--- src/rtl/button_event_decoder.sv ---
// Turns the debounced button level into one-cycle press, release, short, long
// and auto-repeat events. It also provides a held level.
module button_event_decoder #(
    parameter int LONG_CYCLES   = 16,
    parameter int REPEAT_CYCLES = 8,
    parameter int CNT_W         = 5
) (
    input  logic clk,
    input  logic rst,
    input  logic btn_in,
    output logic press_pulse,
    output logic release_pulse,
    output logic short_press,
    output logic long_press,
    output logic repeat_pulse,
    output logic held
);
    typedef enum logic [1:0] {IDLE, PRESSED, LONG} state_t;

    localparam bit             REP_EN    = (REPEAT_CYCLES != 0);
    localparam logic [CNT_W-1:0] LONG_LAST = CNT_W'(LONG_CYCLES - 1);
    localparam logic [CNT_W-1:0] REP_LAST  = CNT_W'(REP_EN ? REPEAT_CYCLES - 1 : 0);

    state_t           state;
    logic [CNT_W-1:0] cnt;
    logic             s1, s2;

    always_ff @(posedge clk or posedge rst) begin
        if (rst) begin
            s1 <= 1'b0;
            s2 <= 1'b0;
        end else begin
            s1 <= btn_in;
            s2 <= s1;
        end
    end

    // Release is tested before any threshold, so a release always wins the cycle.
    always_ff @(posedge clk or posedge rst) begin
        if (rst) begin
            state         <= IDLE;
            cnt           <= '0;
            press_pulse   <= 1'b0;
            release_pulse <= 1'b0;
            short_press   <= 1'b0;
            long_press    <= 1'b0;
            repeat_pulse  <= 1'b0;
            held          <= 1'b0;
        end else begin
            press_pulse   <= 1'b0;
            release_pulse <= 1'b0;
            short_press   <= 1'b0;
            long_press    <= 1'b0;
            repeat_pulse  <= 1'b0;
            case (state)
                IDLE: begin
                    if (s2) begin
                        state       <= PRESSED;
                        cnt         <= '0;
                        press_pulse <= 1'b1;
                        held        <= 1'b1;
                    end
                end
                PRESSED: begin
                    if (!s2) begin
                        state         <= IDLE;
                        cnt           <= '0;
                        release_pulse <= 1'b1;
                        short_press   <= 1'b1;
                        held          <= 1'b0;
                    end else if (cnt == LONG_LAST) begin
                        state      <= LONG;
                        cnt        <= '0;
                        long_press <= 1'b1;
                    end else begin
                        cnt <= cnt + 1'b1;
                    end
                end
                LONG: begin
                    if (!s2) begin
                        state         <= IDLE;
                        cnt           <= '0;
                        release_pulse <= 1'b1;
                        held          <= 1'b0;
                    end else if (REP_EN && cnt == REP_LAST) begin
                        cnt          <= '0;
                        repeat_pulse <= 1'b1;
                    end else if (REP_EN) begin
                        // With auto-repeat off the count is frozen so it cannot wrap.
                        cnt <= cnt + 1'b1;
                    end
                end
                default: begin
                    state <= IDLE;
                    cnt   <= '0;
                    held  <= 1'b0;
                end
            endcase
        end
    end
endmodule
--- config.mk ---
export PLATFORM = sky130hd
export DESIGN_NAME = button_event_decoder
export DESIGN_NICKNAME = d
export VERILOG_FILES = /design/src/rtl/button_event_decoder.sv
export SDC_FILE = /design/constraint.sdc
export NUM_CORES = 1
export LEC_CHECK = 0
export ABC_AREA = 0
export CAP_MARGIN = 40
export CORE_MARGIN = 1
export CORE_UTILIZATION = 40
export CTS_CLUSTER_SIZE = 28
export DETAILED_ROUTE_END_ITERATION = 12
export PLACE_DENSITY_LB_ADDON = 0.08
export SLEW_MARGIN = 20
export SYNTH_ARGS = -nofsm -noshare
export SYNTH_HDL_FRONTEND = slang
export SYNTH_SLANG_ARGS = --single-unit
export TNS_END_PERCENT = 1
--- constraint.sdc ---
create_clock -name clk -period 3.4 [get_ports clk]
set_clock_uncertainty 0.1 [all_clocks]
set_input_delay 0.51 -clock clk [delete_from_list [all_inputs] [get_ports clk]]
set_output_delay 0.51 -clock clk [all_outputs]
set_load 0.01 [all_outputs]
After elaboration in Yosys (flattened, before gate mapping)
Index checks and enable logic that the tools add are counted.

Multiplexer cells: 25. Reductions and logical operators: 4. Equality and inequality tests: 8. $add $sub $neg: 1.

Operators by type and width (number): 5-bit two-way mux (5); 5-bit case mux with 3 select lines (1); 1-bit two-way mux (13); 2-bit two-way mux (4); 2-bit inequality test, second input constant (3); 2-bit case mux with 3 select lines (1); 5-bit by 1-bit adder with 5-bit output, second input constant (1); 5-bit by 3-bit equality test with 1-bit output, second input constant (1); 5-bit by 4-bit equality test with 1-bit output, second input constant (1); 3-bit inequality test, second input constant (1); 3-bit AND reduction (1); 2-bit by 1-bit equality test with 1-bit output, second input constant (1); 2-bit equality test, second input constant (1); 2-bit zero test (1); 1-bit case mux with 2 select lines (1); 2-bit AND reduction (1); 2-bit OR reduction (1).

Register bits: 15. Output and inout bits: 6. Word-level logic and storage cells: 48. Input port bits: 3.

Depth between registers and ports, before layout
Gate-level depths: netlist of the first run.

Depth after elaboration: 4. Mapped depth: 8. Depth with buffers taken out: 8.

Least setup slack after synthesis of the first run
Ideal clock, no wire load.

Kind: reg-to-reg. Start point: register cnt[0]. End point: register cnt[2]. Path slack: 1.782 ns. Clock period less this slack: 1.618 ns. Buffers on the path: 0. Library setup time: 0.064 ns. Arrival: 1.455 ns. Stages on the path, launching flop included: 9. Required time: 3.236 ns. Cell sequence: dfrtp_1 ha_1 nand3_1 inv_1 ha_1 nor2b_1 o211ai_1 nor3b_1 a21o_1.

Cells in the longest elaborated chain, start to end: 4. Elaborated cells on any way between the ends: 8. Classes of those cells: add/sub (1); eq/ne (2); mux (5).

RTL lines: start: declaration (RTL line 25) `logic [CNT_W-1:0] cnt;`; start signal: assignment (RTL line 76) `cnt <= cnt + 1'b1;`; start signal: assignment (RTL line 90) `cnt <= cnt + 1'b1;`; 5-bit by 1-bit adder with 5-bit output, or another cell as far along (RTL line 76, 90); 5-bit two-way mux, on equally long branches (RTL line 85, 71); 5-bit two-way mux, on equally long branches (RTL line 80, 65); 5-bit case mux with 3 select lines * (RTL line 55) `case (state)`.

Every way passes the cells marked *; elsewhere a longest branch is shown, timed or not. A chain may end at the register's enable or synchronous reset.

Final worst setup path of the first run
Start point: register held. End point: output held.

RTL lines: start: declaration (RTL line 16) `output logic held`; start signal: assignment (RTL line 48) `held <= 1'b0;`; start signal: assignment (RTL line 61) `held <= 1'b1;`; start signal: assignment (RTL line 70) `held <= 1'b0;`.

No word-level cell between the ends.

==> reports/results.ini, run 1 <==
[status]
outcome=complete, no violations

[cts]
cts_resized=0
clock_latency_ps=280
path_clk_slew_ps=90
cts_hold_buf=0
cts_buffers=3
post-cts-setup-buffer-count=0
htreeDepth=1
clockBufferDepth=2
tritoncts=done
cts_sinks=15
root_buffer=clkbuf_4

[power_and_ir_drop]
irDropWorstVdd_mv=0.323
p_leak_uw=0.000413
finalPower_uw=476
powerDensity_mw_per_mm2=557

[logic_synthesis]
syn_avg_cell_area_sq_um=10.4
synth_top_flop_cell=dfrtp_1
ys_ff_latch=15
synth_area_leaders=dfrtp_1, ha_1, inv_1
yosys.area.top_type=dfrtp_1
synth_cells=70
yosysSeqAreaShare_pct=51.6
synth_nets=79
yosys_warnings=0
synth_area_sq_um=727
netlist-cell-type-count=23
synth-edff-count=0
synthArstFlopShare_pct=100
netlist.area_leader.share_pct=51.6

[setup_path]
path_cells=clkdlybuf4s50_1
r2r_cells=8
r2r-end=cnt[2]
arrival_ps=1200
cp_top_family=buffers and inverters
slowest_delay_ps=540
critPathLaunchType=flop
endpoint_kind=output port
worst-path-buf-inv=1
r2r-start=cnt[0]
crit_start=held
cp_max_fo=3
reg2reg_slack_ps=1620
critPathSlowestCell=clkdlybuf4s50_1
crit_required_ps=2790
critical_path_class=flop to output port

[cells_and_area]
drive_gt1_share_pct=7.41
diodes=0
design_area_sq_um=855
area_growth_pct=17.6
finalNetCount=91

[timing]
hold_violations=0
clock.fmax_mhz=552
finalSetupViolCount=0
worstMarginPinSlew_ps=561
rsz0062_at_grt=false
fin_setup_tns_ps=0
whs_ps=255
period_needed_ps=1810
slew_viol_final=0
max_slew_margin_pct=62.6
period_share_pct=53.3

[hold_path]
hold_start=s1
worst_hold_path.num_cells=0
hp-class=flop to flop
whs_endpoint=s2

[floorplan]
start_util_pct=42.6
core_area_sq_mm=0.00171
num_rows=15
dieWidth_microns=44.6
die_area_sq_mm=0.00199
die_y_microns=44.6
io_pins=9

[global_route]
grt_pass1_wl_microns=1970
antenna_found_initial=0
grt_max_degree=16
grt_overflow_total=0
grt_usage_pct=14.5
grt_pass1_vias=441

[place]
port_buffers=8
hpwl_microns=867
dpl_cell_area_sq_um=827
gp_congestion=0.731

[routing]
drc_errors=0
first_pass_iters=2
wl_per_cell_microns=11.1
vias=501
met2_length_microns=538
first_iter_violations=7
viasPerCell=4.73
met1_length_microns=597
wl_met3_microns=31
wl_microns=1180
routed.top_layer=met4
drtAntennaViolNets=0

[run]
max_cap_viol_count=0

## cell families (layout without fill, tap and decap cells)
family | count (synthesis) | after routing | synth area share [%]
AO/OA/AOI/OAI | 15 | 15 | 13.4
adder cells (fa/ha/maj) | 6 | 6 | 10.3
buffers and inverters | 10 | 21 | 6.20
flip-flops | 15 | 15 | 51.6
AND/OR/NAND/NOR | 24 | 24 | 18.4
## layout by cell type, fill, tap and decap left out, drive strengths merged, types with 2 or more instances in the layout
master         Yosys  layout
nand2              7       7
or2                2       2
nor2               3       3
clkbuf             0       3
ha                 6       6
a32o               2       2
clkdlybuf4s50      0       8
nor2b              6       6
dfrtp             15      15
o21ai              6       6
nand3              3       3
a21oi              2       2
inv                9       9
## routing by layer
metal / track usage [%] / vias to the layer above
met5: 0 / -
met3: 6.12 / 2
li1: - / 258
met4: 9.09 / 0
met1: 18.9 / 233
met2: 19.7 / 8
## sequential cells by signal, summed over array words and instances (netlist names)
signal         cells
held               1
state              2
cnt                5
long_press         1
s1                 1
repeat_pulse       1
s2                 1
press_pulse        1
short_press        1
release_pulse      1
## worst max-delay path by stage
stage               endpoint  cells past startpoint  slack, ps
floorplan             cnt[2]                      8       1780
global placement      cnt[2]                      8       1630
detailed placement    cnt[2]                      8       1630
CTS                     held                      1       1570
global route        state[0]                      8       1460
finish                  held                      1       1590
## synthesized netlist by cell type (all sizes together), types with 2 or more instances
| master | number |
|---|---|
| dfrtp | 15 |
| inv | 9 |
| nand2 | 7 |
| ha | 6 |
| nor2b | 6 |
| o21ai | 6 |
| nand3 | 3 |
| nor2 | 3 |
| a21oi | 2 |
| a32o | 2 |
| or2 | 2 |
## where the power goes
| group | internal, uW | switching (uW) | total [uW] |
|---|---|---|---|
| Clock | 43.7 | 58.4 | 102 |
| Sequential | 206 | 16.5 | 222 |
| Combinational | 73.6 | 78.4 | 152 |
## final cells by class
type | count | area, sq um
Timing Repair Buffer | 8 | 80.1
Clock buffer | 3 | 22.5
Clock inverter | 1 | 5.00
Sequential cell | 15 | 375
Tap cell | 25 | 31.3
Multi-Input combinational cell | 45 | 307
Fill cell | 153 | 853
Inverter | 9 | 33.8
## stage by stage
| stage | setup WS (ps) | util [%] | cells |
|---|---|---|---|
| after global placement | 1630 | 48.4 | 102 |
| after floorplan | 1780 | - | 70 |
| after global routing | 1460 | 50.0 | 106 |
| after detailed placement | 1630 | 48.4 | 102 |
| final | 1590 | 50.0 | 106 |
| after CTS | 1570 | 50.0 | 106 |
Note: power is estimated with default switching activity, not from simulation.
==> inputs of run 2 (changes only) <==
clock period = 1.7 ns   (was 3.4 ns; I/O delays follow)
==> run 2 against run 1 <==
  * First-iteration DRC count is 29% lower
  * Sequential share of layout area decreased by 3.3 points
  * Sequential cell count did not move
  * Critical path depth grew 7
  * Non-clock buffer count up 6
  * Clock-buffer cell count is 1 higher
  * Design area is 8.1% higher
  * Wire length increased by 9.0%
  * Largest cell class unchanged
==> reports/results.ini, run 2 (same netlist as run 1, synthesis figures left out) <==
[power_and_ir_drop]
comb_power_share_pct=33.4
p_leak_uw=0.000437
p_sw_uw=309
p_int_uw=663
irDropWorstVdd_mv=0.706
seqPwrFrac_pct=45.7
powerDensity_mw_per_mm2=1050
switching_share_pct=31.8
clockPowerShare_pct=20.9
finalPower_uw=972

[setup_path]
critical_path_class=flop to flop
slowest_delay_ps=420
arrival_ps=1760
critPathSlowestCell=dfrtp_1
endpoint_kind=flop
cp_max_fo=4
crit_required_ps=1830
path_cells=ha_2 > nand3_2 > inv_2 > ha_4 > nor2b_1 > o211ai_1 > nor3b_2 > a21o_1
reg2reg_slack_ps=70
critPathLaunchType=flop
worst-path-buf-inv=1
cp_top_family=simple AND/OR/NAND/NOR gates

[routing]
wl_microns=1290
vias=527
drc_errors=0
viasPerCell=4.71
first_iter_violations=5
drtAntennaViolNets=0
wl_per_cell_microns=11.5
first_pass_iters=2

[cts]
cts_hold_buf=0
clock_latency_ps=280
root_buffer=clkbuf_4
tritoncts=done
htreeDepth=1
cts_sinks=15
clockBufferDepth=2
path_clk_slew_ps=90
cts_buffers=3

[timing]
finalSetupViolCount=0
slew_viol_final=0
fin_ws_ps=70.9
max_slew_margin_pct=76.4
period_needed_ps=1630
hold_violations=0
clock.fmax_mhz=614
worstMarginPinSlew_ps=354
fin_setup_tns_ps=0
period_share_pct=95.8
rsz0062_at_grt=true

[place]
dp_cells=107
port_buffers=8
gp_congestion=0.729
hpwl_microns=876
dp_slack_ps=-39.2

[global_route]
grt_pass1_wl_microns=2240
grt_max_degree=16
grt_pass1_vias=505
grt_overflow_total=0
antenna_found_initial=0
grt_usage_pct=16.2

[floorplan]
io_pins=9
die_y_microns=44.6
dieWidth_microns=44.6
start_util_pct=42.6
num_rows=15
die_area_sq_mm=0.00199
core_area_sq_mm=0.00171

[cells_and_area]
largest_reg_flops=5
n_fill_cell=149
layout.cells.non_filler=112
area_growth_pct=27.0
top_register=cnt
diodes=0
largest_registers=cnt: 5 flops, state: 2 flops
drive_gt1_share_pct=19.5
seq_area_sq_um=375
final_common_cell=dfrtp_1
mostFrequentLayoutCells=dfrtp_1, clkdlybuf4s50_1, inv_1, nand2_1, buf_4
post-route-util_pct=54.1
multi_input_comb_area_sq_um=332
finalNetCount=97

[hold_path]
hp-class=primary input to async pin

[status]
outcome=complete, no violations

[run]
max_cap_viol_count=0

[run 2: changes by cell type in the layout (fill, tap and decap cells not counted), sizes merged]
cell	before	now
buf	0	6
clkbuf	3	4
clkinv	1	0
[run 2: path summary, 6_finish.rpt]
| check | start | to | cells after the start |
|---|---|---|---|
| max reg2reg | cnt[0] | cnt[2] | 8 |
| max in group asynchronous | rst | cnt[1] | 3 |
| min reg2reg | s1 | s2 | 0 |
| min | rst | cnt[4] | 3 |
| max | cnt[0] | cnt[2] | 8 |
| min in group clk | s1 | s2 | 0 |
[run 2: layout make-up]
class                      instances  share of cell area (%)
clock buffer                       4                    2.85
inverter                           9                    3.66
multi-input combinational         45                    35.9
sequential                        15                    40.7
tap                               25                    3.39
timing repair buffer              14                    13.6
[run 2: power by group through the flow]
stage	clock, uW	sequential, uW	combinational [uW]
floorplan	0	461	186
global placement	0	449	324
detailed placement	0	450	325
CTS	210	445	329
global route	221	452	367
finish	204	444	325
[run 2: what timing repair did]
action                                  4_1_cts  5_1_grt
buffers inserted                              1        0
pin swaps                                     5        4
resized for setup                             4        4
endpoints found under the setup margin        2        5
[run 2: through the flow]
step                hold WS, ps  instance area, sq um
floorplan                  56.5                   727
global placement            236                   865
detailed placement          236                   865
CTS                         170                   913
global route                192                   923
finish                      166                   923
[run 2: routing by layer]
metal	share of wire, %	vias up	wire (microns)	GRT usage (%)
met5	0	-	0	0
met4	0.93	0	12	10.9
met3	2.2	2	28	2.45
met2	48	6	614	23.8
met1	49	251	631	21.9
li1	-	268	-	-
[run 2: worst register-to-register path: stages (launching register included)]
cell and delay (ps):
dfrtp_1 420, ha_2 210, nand3_2 80, inv_2 50, ha_4 150, nor2b_1 140, o211ai_1 130, nor3b_2 200
a21o_1 100
